<file path="src/rtl/calc_pkg.sv">
// Shared definitions for the calculator front end: op-codes, operand width
// and the debouncer state type.
package calc_pkg;

  localparam int unsigned OPW = 4;

  localparam logic [1:0] OP_ADD = 2'b00;
  localparam logic [1:0] OP_SUB = 2'b01;
  localparam logic [1:0] OP_DIV = 2'b10;
  localparam logic [1:0] OP_MUL = 2'b11;

  typedef enum logic {
    IDLE   = 1'b0,
    SETTLE = 1'b1
  } state_e;

endpackage

</file>
<file path="src/rtl/calc_input_conditioner_sync.sv">
// Multi-flop synchroniser bringing an asynchronous bus into the clk domain.
module bit_synchronizer #(
  parameter int unsigned WIDTH  = 1,
  parameter int unsigned STAGES = 2
) (
  input  logic             clk,
  input  logic             rst_n,
  input  logic [WIDTH-1:0] d,
  output logic [WIDTH-1:0] q
);

  logic [WIDTH-1:0] stg [STAGES];

  // Plain flop chain; nothing may sit between stages.
  always_ff @(posedge clk or negedge rst_n) begin
    if (!rst_n) begin
      for (int i = 0; i < STAGES; i++) stg[i] <= '0;
    end else begin
      stg[0] <= d;
      for (int i = 1; i < STAGES; i++) stg[i] <= stg[i-1];
    end
  end

  assign q = stg[STAGES-1];

endmodule

</file>
<file path="src/rtl/calc_input_conditioner.sv">
// Synchronises and debounces {btn, sw} as one vector and presents committed
// operands / op-code with a one-cycle update strobe.
module calc_input_conditioner
  import calc_pkg::*;
#(
  parameter int unsigned DEBOUNCE_CYCLES = 250000,
  parameter int unsigned SYNC_STAGES     = 2
) (
  input  logic       clk,
  input  logic       rst_n,
  input  logic [7:0] sw,
  input  logic [1:0] btn,
  output logic [7:0] sw_o,
  output logic [1:0] op_o,
  output logic       upd_o,
  output logic       busy_o
);

  localparam int unsigned VW = 2 * OPW + 2;
  localparam int unsigned CW = (DEBOUNCE_CYCLES > 1) ? $clog2(DEBOUNCE_CYCLES) : 1;
  localparam logic [CW-1:0] CNT_LAST = CW'(DEBOUNCE_CYCLES - 1);

  logic [VW-1:0] sync_vec;

  state_e        state_q, state_d;
  logic [VW-1:0] cand_q, cand_d;
  logic [VW-1:0] comm_q, comm_d;
  logic [CW-1:0] cnt_q, cnt_d;
  logic          upd_q, upd_d;
  logic          busy_q, busy_d;

  bit_synchronizer #(
    .WIDTH  (VW),
    .STAGES (SYNC_STAGES)
  ) u_sync (
    .clk   (clk),
    .rst_n (rst_n),
    .d     ({btn, sw}),
    .q     (sync_vec)
  );

  always_ff @(posedge clk or negedge rst_n) begin
    if (!rst_n) begin
      state_q <= IDLE;
      cand_q  <= '0;
      comm_q  <= '0;
      cnt_q   <= '0;
      upd_q   <= 1'b0;
      busy_q  <= 1'b0;
    end else begin
      state_q <= state_d;
      cand_q  <= cand_d;
      comm_q  <= comm_d;
      cnt_q   <= cnt_d;
      upd_q   <= upd_d;
      busy_q  <= busy_d;
    end
  end

  // Any bounce restarts the window; a commit back to the old value is silent.
  always_comb begin
    state_d = state_q;
    cand_d  = cand_q;
    comm_d  = comm_q;
    cnt_d   = cnt_q;
    upd_d   = 1'b0;
    unique case (state_q)
      IDLE: begin
        if (sync_vec != comm_q) begin
          cand_d  = sync_vec;
          cnt_d   = '0;
          state_d = SETTLE;
        end
      end
      SETTLE: begin
        if (sync_vec != cand_q) begin
          cand_d = sync_vec;
          cnt_d  = '0;
        end else if (cnt_q == CNT_LAST) begin
          comm_d  = cand_q;
          upd_d   = (cand_q != comm_q);
          state_d = IDLE;
        end else begin
          cnt_d = cnt_q + CW'(1);
        end
      end
      default: state_d = IDLE;
    endcase
    busy_d = (state_d == SETTLE);
  end

  assign sw_o   = comm_q[7:0];
  assign op_o   = comm_q[9:8];
  assign upd_o  = upd_q;
  assign busy_o = busy_q;

endmodule
</file>
<file path="config.mk">
export PLATFORM = sky130hd
export DESIGN_NAME = calc_input_conditioner
export DESIGN_NICKNAME = d
export VERILOG_FILES = /design/src/rtl/calc_pkg.sv /design/src/rtl/calc_input_conditioner_sync.sv /design/src/rtl/calc_input_conditioner.sv
export SDC_FILE = /design/constraint.sdc
export NUM_CORES = 1
export LEC_CHECK = 0
export ABC_AREA = 1
export BUFFER_PORTS_ARGS = -buffer_cell sky130_fd_sc_hd__buf_4
export CAP_MARGIN = 10
export CORE_MARGIN = 2
export CORE_UTILIZATION = 31
export CTS_CLUSTER_DIAMETER = 120
export DETAILED_ROUTE_END_ITERATION = 6
export HOLD_SLACK_MARGIN = 0.08
export PLACE_DENSITY = 0.52
export SETUP_SLACK_MARGIN = 0.02
export SYNTH_ARGS = -nofsm -noshare
export SYNTH_HDL_FRONTEND = slang
export SYNTH_SLANG_ARGS = --single-unit
</file>
<file path="constraint.sdc">
create_clock -name clk -period 1.75 [get_ports clk]
set_input_delay 0.35 -clock clk [delete_from_list [all_inputs] [get_ports clk]]
set_output_delay 0.35 -clock clk [all_outputs]
set_load 0.01 [all_outputs]
</file>
# Word level (Yosys, flattened, before mapping)
# Index checks and enable logic that the tools add are counted.
# Widths: inputs -> output; s select.
[op_classes] n_mux=14 n_addsub=1 mul=0 div=0 shifts=0 eq_ne=7 n_lt_le_gt_ge=0 reduce_logical=3 n_bitwise=2
[op_table] op="$mux 18" n=3
[op_table] op="$pmux 18 s2" n=1
[op_table] op="$ne 10x10->1" n=3
[op_table] op="$mux 10" n=2
[op_table] op="$pmux 10 s2" n=1
[op_table] op="$add 18x1->18 const B" n=1
[op_table] op="$eq 18x18->1 const B" n=1
[op_table] op="$mux 1" n=6
[op_table] op="$reduce_and 2->1" n=2
[op_table] op="$ne 3x3->1 const B" n=1
[op_table] op="$reduce_and 3->1" n=1
[op_table] op="$ne 2x1->1 const B" n=1
[op_table] op="$ne 2x2->1 const B" n=1
[op_table] op="$not 1->1" n=2
[op_table] op="$pmux 1 s2" n=1
[word_totals] output_inout_bits=12 ramBits=0 elab_cells=34 latchBits=0 reg_bits=60 memories=0 mem_bits_ro=0 input_bits=12

# Depth between registers and ports, before layout
# Gate-level depths: netlist of run 1.
[logic_depth] ltp_word=4 mapped_depth=13 depth_no_buf=12

# By module
# Synthesis of run 1 repeated with hierarchy kept, for this count alone.
[unflattened] cells_unflattened=439 area_unflattened_um2=3299.4
[modules_own_cells] mod="calc_input_conditioner" n_inst=1 seq_area_each_um2=1001.0 area_per_inst_um2=2723.9 cells_per_inst=409
[modules_own_cells] mod="bit_synchronizer" n_inst=1 seq_area_each_um2=500.5 area_per_inst_um2=575.6 cells_per_inst=30

# Worst setup path before layout of run 1
# Ideal clock, no wire load.
[synth_path] path_type="register -> register" start="register cnt_q[0]" end="register cnt_q[10]" slack_ns=0.164 required_time_ns=1.637 stages_incl_launch_ff=13 n_path_buf=2 arrival_time_ns=1.473 synth_period_minus_slack_ns=1.586 cell_sequence="dfrtp_1 ha_1 nand3_1 nor2_1 nand2_1 nor2_1 nand3_2 buf_6 buf_6 nand3_1 nand2_1 nand2_1 inv_1"
[synth_via] elab_chain_cells=4 word_cells_on_any_way=7 classes_between="add/sub (1); eq/ne (2); mux (3); reduce/logical (1)"
[synth_rtl] item="start: declaration" line_no="calc_input_conditioner.sv:28" rtl="logic [CW-1:0] cnt_q, cnt_d;"
[synth_rtl] item="start signal: assignment" line_no="calc_input_conditioner.sv:54" rtl="cnt_q <= cnt_d;"
[synth_rtl] item="$add 18x1->18" line_no="calc_input_conditioner.sv:84" rtl="cnt_d = cnt_q + CW'(1);"
[synth_rtl] item="$mux 18" line_no="calc_input_conditioner.sv:79" rtl="end else if (cnt_q == CNT_LAST) begin"
[synth_rtl] item="$mux 18" line_no="calc_input_conditioner.sv:76" rtl="if (sync_vec != cand_q) begin"
[synth_rtl] item="$pmux 18 s2" line_no="calc_input_conditioner.sv:67" rtl="unique case (state_q)"
# Several ways; a longest one is shown, not always the timed one. The select of a mux whose other input is x is not followed.
# A chain may end at the register's enable or synchronous reset.

# Worst setup path after layout of run 1
[layout_path] start="register u_sync.stg (netlist bit u_sync.q[6])" end="register cnt_q[12]"
[layout_via] elab_chain_cells=3 word_cells_on_any_way=7 classes_between="eq/ne (4); mux (2); reduce/logical (1)"
[layout_rtl] item="start: declaration" line_no="calc_input_conditioner_sync.sv:12" rtl="logic [WIDTH-1:0] stg [STAGES];"
[layout_rtl] item="$ne 10x10->1, on equally long branches" line_no="calc_input_conditioner.sv:76, calc_input_conditioner.sv:69"
[layout_rtl] item="$mux 18, or another cell as far along" line_no="calc_input_conditioner.sv:76"
[layout_rtl] item="$pmux 18 s2 / $reduce_and 2->1 (equally long branches)"
# Several ways; a longest one is shown, not always the timed one.

==> results.yml, run 1 <==
status:
  status: "finished clean"
setup_path:
  crit_buf_inv: 2
  cp_slowest_stage_delay_ps: 410
  cp-start-kind: "flop"
  critPathMaxFanout: 5
  cp_data_arrival_time_ps: 1910
  crit_chain: "inv_1 > nand2_2 > nand2_1 > nor2_1 > nand2_1 > nor2_4 > nand3_4 > buf_4 > nand3_1 > nor2_1 > nor2_1"
  critical_path_class: "reg2reg"
  critical_path.slowest_cell: "dfrtp_1"
  endpoint_kind: "flop"
  timing.reg2reg.setup_slack_ps: 120
  crit_path_frequent_cell: "nor2_1"
  critPathTopFamily: "simple AND/OR/NAND/NOR gates"
  critPathRequiredTime_ps: 2030
synth:
  mappedNetlistArea_um2: 3110
  synth.area.top_cells: "dfrtp_1 (48%), nand2_1 (17%), inv_1 (7.5%), nand3_1 (5.5%), nor2_1 (5.4%)"
  synth_top_area_share_pct: 48.3
  yosysUniqueCellTypes: 29
  fraction_of_synthesized_area_in_multiplexers_pct: 0
  ys_warn_count: 0
  syn-instance-count: 420
  synth_compound_area_share_pct: 4.39
  yosys.area_share.simple_pct: 34.2
  postSynthNetCount: 433
  synth_area_leader_cell: "dfrtp_1"
  ys_seq_area_share_pct: 48.3
  synth-adder-area-share_pct: 0.402
  post_synth.cell_area_avg_um2: 7.40
  postSynthRegisterBits: 60
  synth_top_family_by_area: "simple AND/OR/NAND/NOR gates"
  share_of_the_synthesized_netlist_area_taken_by_xor_and_xnor_gates_pct: 2.25
cells_and_area:
  post_layout_nonfiller_instances: 607
  syn2layout_area_growth_pct: 26.7
  num_antenna_cells: 0
  nNetsFinal: 482
  layout.cells.most_common: "nand2_1"
  final_cell_mix: "nand2_1 (132), inv_1 (55), dfrtp_1 (55)"
  fraction_of_final_layout_cells_sized_beyond_drive_strength_1_pct: 21.9
floorplan:
  chipWidth_um: 104
  top_level_ports: 24
  std_cell_rows: 36
  floorplan.core_area_um2: 9770
  die_height_um: 104
  floorplan.initialDensity_pct: 31.8
  die_area_um2: 10800
clock_network:
  cts_buffer_depth: 2
  tritoncts.num_buffers: 9
  tritoncts_num_sinks: 60
  worstSkewPairLatency_ps: 340
  clock_tree.htree_level_count: 3
  clkSlewWorstSetupHoldPaths_ps: 80
  clock_tree_from_tritoncts: "done"
  cts_root_buf: "clkbuf_8"
timing:
  rsz0062_at_grt: "true"
  finClkSkew_ps: 8.94
  max_clock_freq_ghz: 0.612
  finalWorstPathRequiredPeriod_ps: 1630
  timing_hold_violations_final: 0
  timing_max_transition_violations_final: 0
  worst_slew_margin_rel_pct: 74.8
  setup_ws_ps: 115
  setup_viol: 0
  post-route-period-util_pct: 93.4
  tightestPinTransition_ps: 375
global_route:
  track_usage_pct: 14.8
  global_route.overflow_total: 0
  grt_pass1_wl_um: 12700
  first_global_vias: 2598
  pin_count_of_the_biggest_net_entering_global_routing: 28
  antenna_found_initial: 0
worst_hold_path:
  worst_min_delay_path_class: "in2reg"
power_and_ir_drop:
  post-layout-total-power_mw: 3.18
  irDropWorstVdd_mv: 0.328
  powerDensity_nw_per_um2: 806
  leakage_nw: 2.04
detailed_routing:
  routed_wl_um: 7530
  route.detailed.vias_per_inst: 4.57
  post-route-drc-count: 0
  detailedRoute.firstIterationViolations: 136
  routed_wire_length_per_instance_um: 12.4
  drtPass1Iterations: 5
  vias: 2774
  postRouteAntennaNets: 0
placement:
  routabilityCongestion: 0.861
  place_ws_ps: 4.58
  io_buffers: 23
  dpl.hpwl_um: 5560
  placedCellCount: 588
run:
  max_capacitance_violation_count: 0
-- metal layers --
layer | up-vias | global-route usage [%] | share of wire (%)
met5 | - | 0 | 0
met4 | 0 | 4.15 | 1.0
met3 | 8 | 4.26 | 4.4
met2 | 64 | 21.1 | 44
met1 | 1302 | 21.9 | 51
li1 | 1400 | - | -
-- Yosys cell counts, drive strengths merged --
| master | instances |
|---|---|
| o2111ai | 1 |
| nand3 | 35 |
| nor4 | 1 |
| o211ai | 1 |
| clkbuf | 1 |
| nand2 | 142 |
| or2 | 2 |
| nor3b | 1 |
| and2 | 1 |
| nand4 | 10 |
| ha | 1 |
| clkinv | 1 |
| dfrtp | 60 |
| a21oi | 10 |
| xnor2 | 4 |
| nor3 | 7 |
| nand3b | 4 |
| nor2 | 47 |
| buf | 7 |
| xor2 | 4 |
| inv | 66 |
| o21ai | 14 |
-- cells by family (layout without fill, tap and decap cells) --
| family | count (synthesis) | in the layout |
|---|---|---|
| buffers and inverters | 75 | 129 |
| DFF | 60 | 60 |
| AOI/OAI and AO/OA | 26 | 26 |
| adders and majority gates | 1 | 1 |
| and+or+nand+nor | 250 | 250 |
| xor gates and xnor gates | 8 | 8 |
-- sequential cells by signal, summed over array words and instances, names as in the netlist --
| signal | count |
|---|---|
| busy_o | 1 |
| cand_q | 10 |
| cnt_q | 18 |
| comm_q | 10 |
| u_sync.q | 10 |
| u_sync.stg | 10 |
| upd_o | 1 |
-- power by group --
part	leakage, nW	internal [mW]	switching [mW]
clock	0.120	0.955	0.593
combinational	1.16	0.0678	0.104
sequential	0.759	1.42	0.0330
-- worst reg2reg max path: stages, from the launching register on --
cell	delay, ps
dfrtp_1	410
inv_1	80
nand2_2	70
nand2_1	50
nor2_1	110
nand2_1	100
nor2_4	170
nand3_4	130
buf_4	180
nand3_1	110
nor2_1	50
nor2_1	90
-- path summary, 6_finish.rpt --
| path | from | to | depth (start not counted) |
|---|---|---|---|
| setup / recovery | u_sync.q[6]$_DFF_PN0_ | cnt_q[12]$_DFFE_PN0P_ | 11 |
| hold / removal | sw[0] | u_sync.stg[10]$_DFF_PN0_ | 1 |
| setup reg to reg | u_sync.q[6]$_DFF_PN0_ | cnt_q[12]$_DFFE_PN0P_ | 11 |
| hold reg to reg | u_sync.stg[11]$_DFF_PN0_ | u_sync.q[1]$_DFF_PN0_ | 0 |
| max in group asynchronous | rst_n | cand_q[1]$_DFFE_PN0P_ | 3 |
| min in group asynchronous | rst_n | u_sync.q[6]$_DFF_PN0_ | 2 |
-- area by class of cell --
type / instances / area [um^2]
clock buffers: 9 / 124
clock inverters: 7 / 124
inverters: 67 / 254
repair buffers: 46 / 393
well taps: 133 / 166
multi-input cells: 285 / 1370
flip-flops and latches: 60 / 1510
fillers: 1012 / 5830
-- stage by stage --
| stage | utilization, % | hold slack (ps) | cell area (um^2) | TNS, ps |
|---|---|---|---|---|
| CTS | 39.0 | 90.1 | 3810 | 0 |
| floorplan | - | 54.4 | 3110 | 0 |
| detailed placement | 36.3 | 298 | 3550 | 0 |
| global placement | 36.3 | 291 | 3550 | 0 |
| global route | 40.3 | 82.5 | 3940 | -26.4 |
| finish | 40.3 | 108 | 3940 | 0 |
-- timing repair --
| item | CTS | global route |
|---|---|---|
| setup buffers | 0 | 2 |
| hold endpoints to repair | 25 | 0 |
| gates resized for setup | 1 | 43 |
| pin swaps | 0 | 9 |
| hold buffers | 1 | 0 |
| setup endpoints to repair | 3 | 39 |
(Power assumes the default switching activity.)
==> run 2, diff against run 1 <==
--- a/config.mk
+++ b/config.mk
@@ -5,10 +5,8 @@
 export SDC_FILE = /design/constraint.sdc
 export NUM_CORES = 1
 export LEC_CHECK = 0
-export ABC_AREA = 1
 export BUFFER_PORTS_ARGS = -buffer_cell sky130_fd_sc_hd__buf_4
 export CAP_MARGIN = 10
-export CORE_MARGIN = 2
 export CORE_UTILIZATION = 31
 export CTS_CLUSTER_DIAMETER = 120
 export DETAILED_ROUTE_END_ITERATION = 6
==> run 2 against run 1 <==
The flow now finishes with violations (negative setup slack). Fmax down 12%. Clock power down 19%. Non-clock buffer count up 41. Register-to-register slack worse by 230 ps. Area after synthesis down 14%. Count of clock-buffer cells in the layout unchanged. Die area down 17%. Global-route usage up 1.0 points. Flip-flop and latch count unchanged. Hold slack better by 3.4 ps. Critical endpoint is now cand_q[6]$_DFFE_PN0P_. Largest power group is now sequential cells.
==> results.yml, run 2 <==
global_route:
  antenna_found_initial: 0
  global_route.overflow_total: 0
  first_global_vias: 2131
  pin_count_of_the_biggest_net_entering_global_routing: 36
  track_usage_pct: 15.9
  grt_pass1_wl_um: 10400
cells_and_area:
  finish.instance_area_um2: 3900
  layout.cells.most_common: "buf_4"
  syn2layout_area_growth_pct: 46.5
  top_register: "cnt_q"
  num_antenna_cells: 0
  fillCellCount: 784
  multi_input_comb_area_um2: 1310
  nNetsFinal: 335
  post_layout_nonfiller_instances: 432
  final_cell_mix: "buf_4 (72), dfrtp_1 (57), nand3_1 (19)"
  regArea_um2: 1510
  fraction_of_final_layout_cells_sized_beyond_drive_strength_1_pct: 44.0
  largest_register_ff_count: 18
setup_path:
  cp-start-kind: "flop"
  rr_startpoint: "u_sync.q[9]$_DFF_PN0_"
  timing.reg2reg.setup_slack_ps: -110
  critPathRequiredTime_ps: 1970
  critical_path_class: "reg2reg"
  critPathMaxFanout: 7
  r2r_end: "cand_q[6]$_DFFE_PN0P_"
  endpoint_kind: "flop"
  cp_data_arrival_time_ps: 2080
  worstRegToRegCells: 7
power_and_ir_drop:
  powerDensity_nw_per_um2: 738
  leakage_nw: 1.83
  irDropWorstVdd_mv: 0.427
  post-layout-total-power_mw: 2.88
  p_sw_share_pct: 24.2
  power.combinational.fraction_pct: 6.1
  net-switching-power_mw: 0.697
  internal-power_mw: 2.18
  clkPwrFrac_pct: 43.5
  p_seq_share_pct: 50.4
detailed_routing:
  route.detailed.vias_per_inst: 4.79
  postRouteAntennaNets: 0
  routed_wl_um: 6390
  drtPass1Iterations: 4
  routed_wire_length_per_instance_um: 14.8
  post-route-drc-count: 0
  detailedRoute.firstIterationViolations: 91
  vias: 2070
floorplan:
  die_area_um2: 8960
  chipWidth_um: 94.7
  std_cell_rows: 33
  top_level_ports: 24
  floorplan.core_area_um2: 8260
  die_height_um: 94.7
  floorplan.initialDensity_pct: 32.2
timing:
  post-route-period-util_pct: 106
  worst_hold_slack_ps: 112
  timing_hold_violations_final: 0
  tightestPinTransition_ps: 411
  timing_max_transition_violations_final: 0
  setup_ws_ps: -110
  finalWorstPathRequiredPeriod_ps: 1860
  rsz0062_at_grt: "true"
  setup_viol: 24
  worst_slew_margin_rel_pct: 72.4
  max_clock_freq_ghz: 0.537
  finClkSkew_ps: 9.06
synth:
  yosysUniqueCellTypes: 34
  fraction_of_synthesized_area_in_multiplexers_pct: 7.19
  postSynthRegisterBits: 60
  synth.area.top_cells: "dfrtp_1 (56%), mux2_2 (7.2%), xor2_1 (5.9%), xnor2_1 (4.3%), nand3_1 (3.9%)"
  mappedNetlistArea_um2: 2660
  synth_top_area_share_pct: 56.4
  synth_edf_count: 0
  yosys.area_share.simple_pct: 15.9
  ys_warn_count: 0
  count_leader_synth: "dfrtp_1"
  synth_compound_area_share_pct: 7.71
  synth_top_family_by_area: "simple AND/OR/NAND/NOR gates"
  postSynthNetCount: 244
  share_of_the_synthesized_netlist_area_taken_by_xor_and_xnor_gates_pct: 10.2
  synth.top_cells.by_count: "dfrtp_1 (60), nand3_1 (21), xor2_1 (18)"
  most_common_flop_cell_mapped_by_yosys: "dfrtp_1"
  synth_area_leader_cell: "dfrtp_1"
  syn-instance-count: 231
  post_synth.cell_area_avg_um2: 11.5
  postSynth.asyncResetShare_pct: 100
  synth-adder-area-share_pct: 0.470
  ys_seq_area_share_pct: 56.4
worst_hold_path:
  min-delay-start: "sw[6]"
  worst_min_delay_path_class: "in2reg"
  worstHoldPathCells: 1
  worst_hold_path.endpoint: "u_sync.stg[16]$_DFF_PN0_"
placement:
  routabilityCongestion: 0.788
  placedCellCount: 406
  io_buffers: 23
  placed_area_um2: 3390
  place_ws_ps: -153
  dpl.hpwl_um: 4270
status:
  failed_checks: "negative setup slack"
  status: "complete, but fails checks"
clock_network:
  cts_buffer_depth: 2
  clock_tree.htree_level_count: 3
  clkSlewWorstSetupHoldPaths_ps: 70
  worstSkewPairLatency_ps: 340
  tritoncts.num_buffers: 9
  clock_tree_from_tritoncts: "done"
  tritoncts_num_sinks: 60
  cts_root_buf: "clkbuf_8"
run:
  max_capacitance_violation_count: 0
-- run 2: cell types whose count changed after synthesis, sizes merged, moves of 9 or more --
cell	change
nand2	-124
nand3	-14
xor2	+14
nor2	-43
inv	-61
mux2	+17
nor4	+10
xnor2	+9
-- run 2: critical path, cell delays in order, from the launching register on --
cell and delay (ps):
dfrtp_1 400, buf_6 130, xnor2_2 130, nand4_1 130
or3_4 400, buf_6 150, nand2_8 90, mux2_4 300
-- run 2: worst max path at each step --
stage | start | slack [ps] | to
finish | u_sync.q[9]$_DFF_PN0_ | -110 | cand_q[6]$_DFFE_PN0P_
global route | u_sync.q[9]$_DFF_PN0_ | -210 | cnt_q[9]$_DFFE_PN0P_
CTS | u_sync.q[0]$_DFF_PN0_ | -110 | cnt_q[9]$_DFFE_PN0P_
detailed placement | u_sync.q[8]$_DFF_PN0_ | -150 | cnt_q[17]$_DFFE_PN0P_
global placement | u_sync.q[5]$_DFF_PN0_ | -140 | cand_q[8]$_DFFE_PN0P_
floorplan | cand_q[8]$_DFFE_PN0P_ | -10 | cand_q[0]$_DFFE_PN0P_
-- run 2: metrics by stage --
stage | utilization, % | TNS, ps
final | 47.2 | -1330
after global routing | 47.2 | -4520
after CTS | 44.9 | -1200
after detailed placement | 41.0 | -2810
after global placement | 41.0 | -2800
after floorplan | - | -87.1
-- run 2: repair_timing --
action / 4_1_cts / 5_1_grt
cloned: 1 / 1
endpoints found under the setup margin: 36 / 39
gates resized for setup: 22 / 28
pin swaps: 4 / 6
hold buffers: 1 / 3
buffers inserted: 2 / 3
hold endpoints to repair: 25 / 3
-- run 2: power groups by stage --
stage / combinational (mW) / sequential [mW] / clock [mW]
floorplan: 0.0569 / 1.47 / 0
detailed placement: 0.157 / 1.47 / 0
finish: 0.177 / 1.45 / 1.25
CTS: 0.169 / 1.45 / 1.30
global route: 0.196 / 1.45 / 1.38
global placement: 0.158 / 1.47 / 0
-- run 2: logic make-up after synthesis --
group | after synthesis
compound gates | 31
xor+xnor | 31
fa+ha+maj | 1
buf+inv | 12
flops | 60
mux | 17
simple gates | 79
-- run 2: routing by layer --
metal	vias up	track usage [%]	wire length (um)	part of all wire, %
met3	2	5.39	198	3.1
met5	-	0	0	0
met1	1027	20.3	2960	46
met2	32	25.3	3200	50
li1	1009	-	-	-
met4	0	4.67	36	0.56
-- run 2: layout make-up --
class / count / share of cell area (%)
sequential: 60 / 38.6
multi-input combinational: 159 / 33.6
timing repair buffer: 87 / 18.9
tap: 105 / 3.37
clock buffer: 9 / 3.18
clock inverter: 7 / 1.92
inverter: 5 / 0.481
==> run 3, diff against run 2 <==
--- a/config.mk
+++ b/config.mk
@@ -5,14 +5,14 @@
 export SDC_FILE = /design/constraint.sdc
 export NUM_CORES = 1
 export LEC_CHECK = 0
+export ABC_AREA = 1
 export BUFFER_PORTS_ARGS = -buffer_cell sky130_fd_sc_hd__buf_4
 export CAP_MARGIN = 10
-export CORE_UTILIZATION = 31
+export CORE_UTILIZATION = 25
 export CTS_CLUSTER_DIAMETER = 120
 export DETAILED_ROUTE_END_ITERATION = 6
 export HOLD_SLACK_MARGIN = 0.08
-export PLACE_DENSITY = 0.52
-export SETUP_SLACK_MARGIN = 0.02
+export PLACE_DENSITY = 0.45
 export SYNTH_ARGS = -nofsm -noshare
 export SYNTH_HDL_FRONTEND = slang
 export SYNTH_SLANG_ARGS = --single-unit
==> run 3 against run 2 <==
The run now ends clean. Sequential power hardly changed. Highest routed layer unchanged. Critical path type unchanged. Critical endpoint is now cand_q[2]$_DFFE_PN0P_. Hold slack better by 6.9 ps. First-iteration DRC count rose by 46%. Via count grew 32%. Fmax grew 14%. Critical path depth grew 2. Core utilization decreased by 13 points. Wire length up 25%. Final area rose by 5.7%.
==> results.yml, run 3 (same netlist as run 1, synthesis figures left out) <==
setup_path:
  critPathMaxFanout: 10
  crit_chain: "buf_4 > nand2_1 > nand4_1 > nor2_2 > nand3b_4 > nand2_1 > buf_4 > nor2_1 > a21oi_1"
  endpoint_kind: "flop"
  cp_slowest_stage_delay_ps: 440
  critical_path.endpoint: "cand_q[2]$_DFFE_PN0P_"
  rr_startpoint: "u_sync.q[0]$_DFF_PN0_"
  worstRegToRegCells: 9
  cp-start-kind: "flop"
  critPathRequiredTime_ps: 2010
  critical_path.slowest_cell: "dfrtp_1"
  critical_path_class: "reg2reg"
  r2r_end: "cand_q[2]$_DFFE_PN0P_"
  timing.reg2reg.setup_slack_ps: 110
  timing.critical_path.from: "u_sync.q[0]$_DFF_PN0_"
  cp_data_arrival_time_ps: 1900
detailed_routing:
  route.detailed.vias_per_inst: 4.18
  vias: 2731
  drtPass1Iterations: 4
  detailedRoute.firstIterationViolations: 133
  routed_wire_length_per_instance_um: 12.2
  routed_wl_um: 7960
  postRouteAntennaNets: 0
  post-route-drc-count: 0
global_route:
  antenna_found_initial: 0
  grt_pass1_wl_um: 13300
  global_route.overflow_total: 0
  track_usage_pct: 13.7
  first_global_vias: 2690
  pin_count_of_the_biggest_net_entering_global_routing: 39
clock_network:
  tritoncts_num_sinks: 60
  clock_tree_from_tritoncts: "done"
  clkSlewWorstSetupHoldPaths_ps: 50
  clock_tree.htree_level_count: 3
  worstSkewPairLatency_ps: 330
  cts_buffer_depth: 2
  tritoncts.num_buffers: 9
  cts_root_buf: "clkbuf_16"
cells_and_area:
  nNetsFinal: 494
  top_register: "cnt_q"
  layout.cells.most_common: "nand2_1"
  final_cell_mix: "nand2_1 (137), inv_1 (60), dfrtp_1 (59)"
  finish.instance_area_um2: 4120
  num_antenna_cells: 0
  largest_register_ff_count: 18
  post_layout_nonfiller_instances: 653
  syn2layout_area_growth_pct: 32.6
  fillCellCount: 1294
  fraction_of_final_layout_cells_sized_beyond_drive_strength_1_pct: 20.6
placement:
  io_buffers: 23
  placedCellCount: 633
  dpl.hpwl_um: 5980
  routabilityCongestion: 0.837
  placed_area_um2: 3680
timing:
  max_clock_freq_ghz: 0.611
  timing_max_transition_violations_final: 0
  tightestPinTransition_ps: 325
  post-route-period-util_pct: 93.6
  timing_hold_violations_final: 0
  setup_viol: 0
  finalWorstPathRequiredPeriod_ps: 1640
  finClkSkew_ps: 5.92
  final_sum_of_negative_setup_slack_ps: 0
  worst_slew_margin_rel_pct: 78.1
floorplan:
  top_level_ports: 24
  floorplan.initialDensity_pct: 25.8
  chipWidth_um: 114
  die_area_um2: 12900
  floorplan.core_area_um2: 12100
  die_height_um: 114
  std_cell_rows: 40
power_and_ir_drop:
  irDropWorstVdd_mv: 0.398
  post-layout-total-power_mw: 3.51
  leakage_nw: 2.16
  powerDensity_nw_per_um2: 853
worst_hold_path:
  worst_min_delay_path_class: "in2reg"
status:
  status: "finished clean"
run:
  max_capacitance_violation_count: 0
## run 3: worst min path at each step
stage           from  slack (ps)  depth (start not counted)                        to
4_1_cts        sw[3]         100                          1  u_sync.stg[13]$_DFF_PN0_
3_3_place_gp   rst_n         280                          1  u_sync.stg[16]$_DFF_PN0_
3_5_place_dp   rst_n         280                          1  u_sync.stg[16]$_DFF_PN0_
6_report       sw[3]         120                          1  u_sync.stg[13]$_DFF_PN0_
5_1_grt        sw[3]         100                          1  u_sync.stg[13]$_DFF_PN0_
2_1_floorplan  rst_n          50                          0          busy_o$_DFF_PN0_
## run 3: critical path, delay by kind of cell, from the launching register on
family	cells	cell delay (ps)
buffers and inverters	2	340
AND/OR/NAND/NOR	6	690
AO/OA/AOI/OAI	1	100
flip-flops	1	440
## run 3: cell type report
| type | count | area (um^2) | area share [%] |
|---|---|---|---|
| clock buffers | 11 | 243 | 5.89 |
| flip-flops and latches | 60 | 1500 | 36.5 |
| well taps | 168 | 210 | 5.10 |
| inverters | 67 | 254 | 6.16 |
| multi-input cells | 285 | 1360 | 33.0 |
| repair buffers | 58 | 479 | 11.6 |
| clock inverters | 4 | 73.8 | 1.79 |
## run 3: routing by layer
metal | up-vias | share of wire, % | global-route usage, %
met5 | - | 0 | 0
met1 | 1264 | 50 | 18.1
met4 | 0 | 1.8 | 8.51
met3 | 8 | 2.9 | 3.24
li1 | 1423 | - | -
met2 | 36 | 45 | 20.3
## run 3: report_power, final
group          switching [mW]  leakage (nW)  internal (mW)  total [mW]
combinational           0.108          1.24         0.0728       0.181
sequential             0.0316         0.763           1.43        1.46
clock                   0.601         0.156           1.27        1.88
total                   0.741          2.16           2.77        3.51
## run 3: repair_timing
item	4_1_cts	5_1_grt
pin swaps	0	4
setup buffers	1	3
setup endpoints to repair	9	40
gates resized for setup	0	26
hold buffers	1	0
hold endpoints to repair	22	0
## run 3: through the flow
stage / utilization, % / setup WS (ps) / hold WS (ps)
floorplan: - / 164 / 54.4
global placement: 30.5 / 5.80 / 279
detailed placement: 30.5 / 10.3 / 283
CTS: 33.3 / 2.19 / 101
global route: 34.2 / -9.46 / 103
finish: 34.2 / 112 / 119
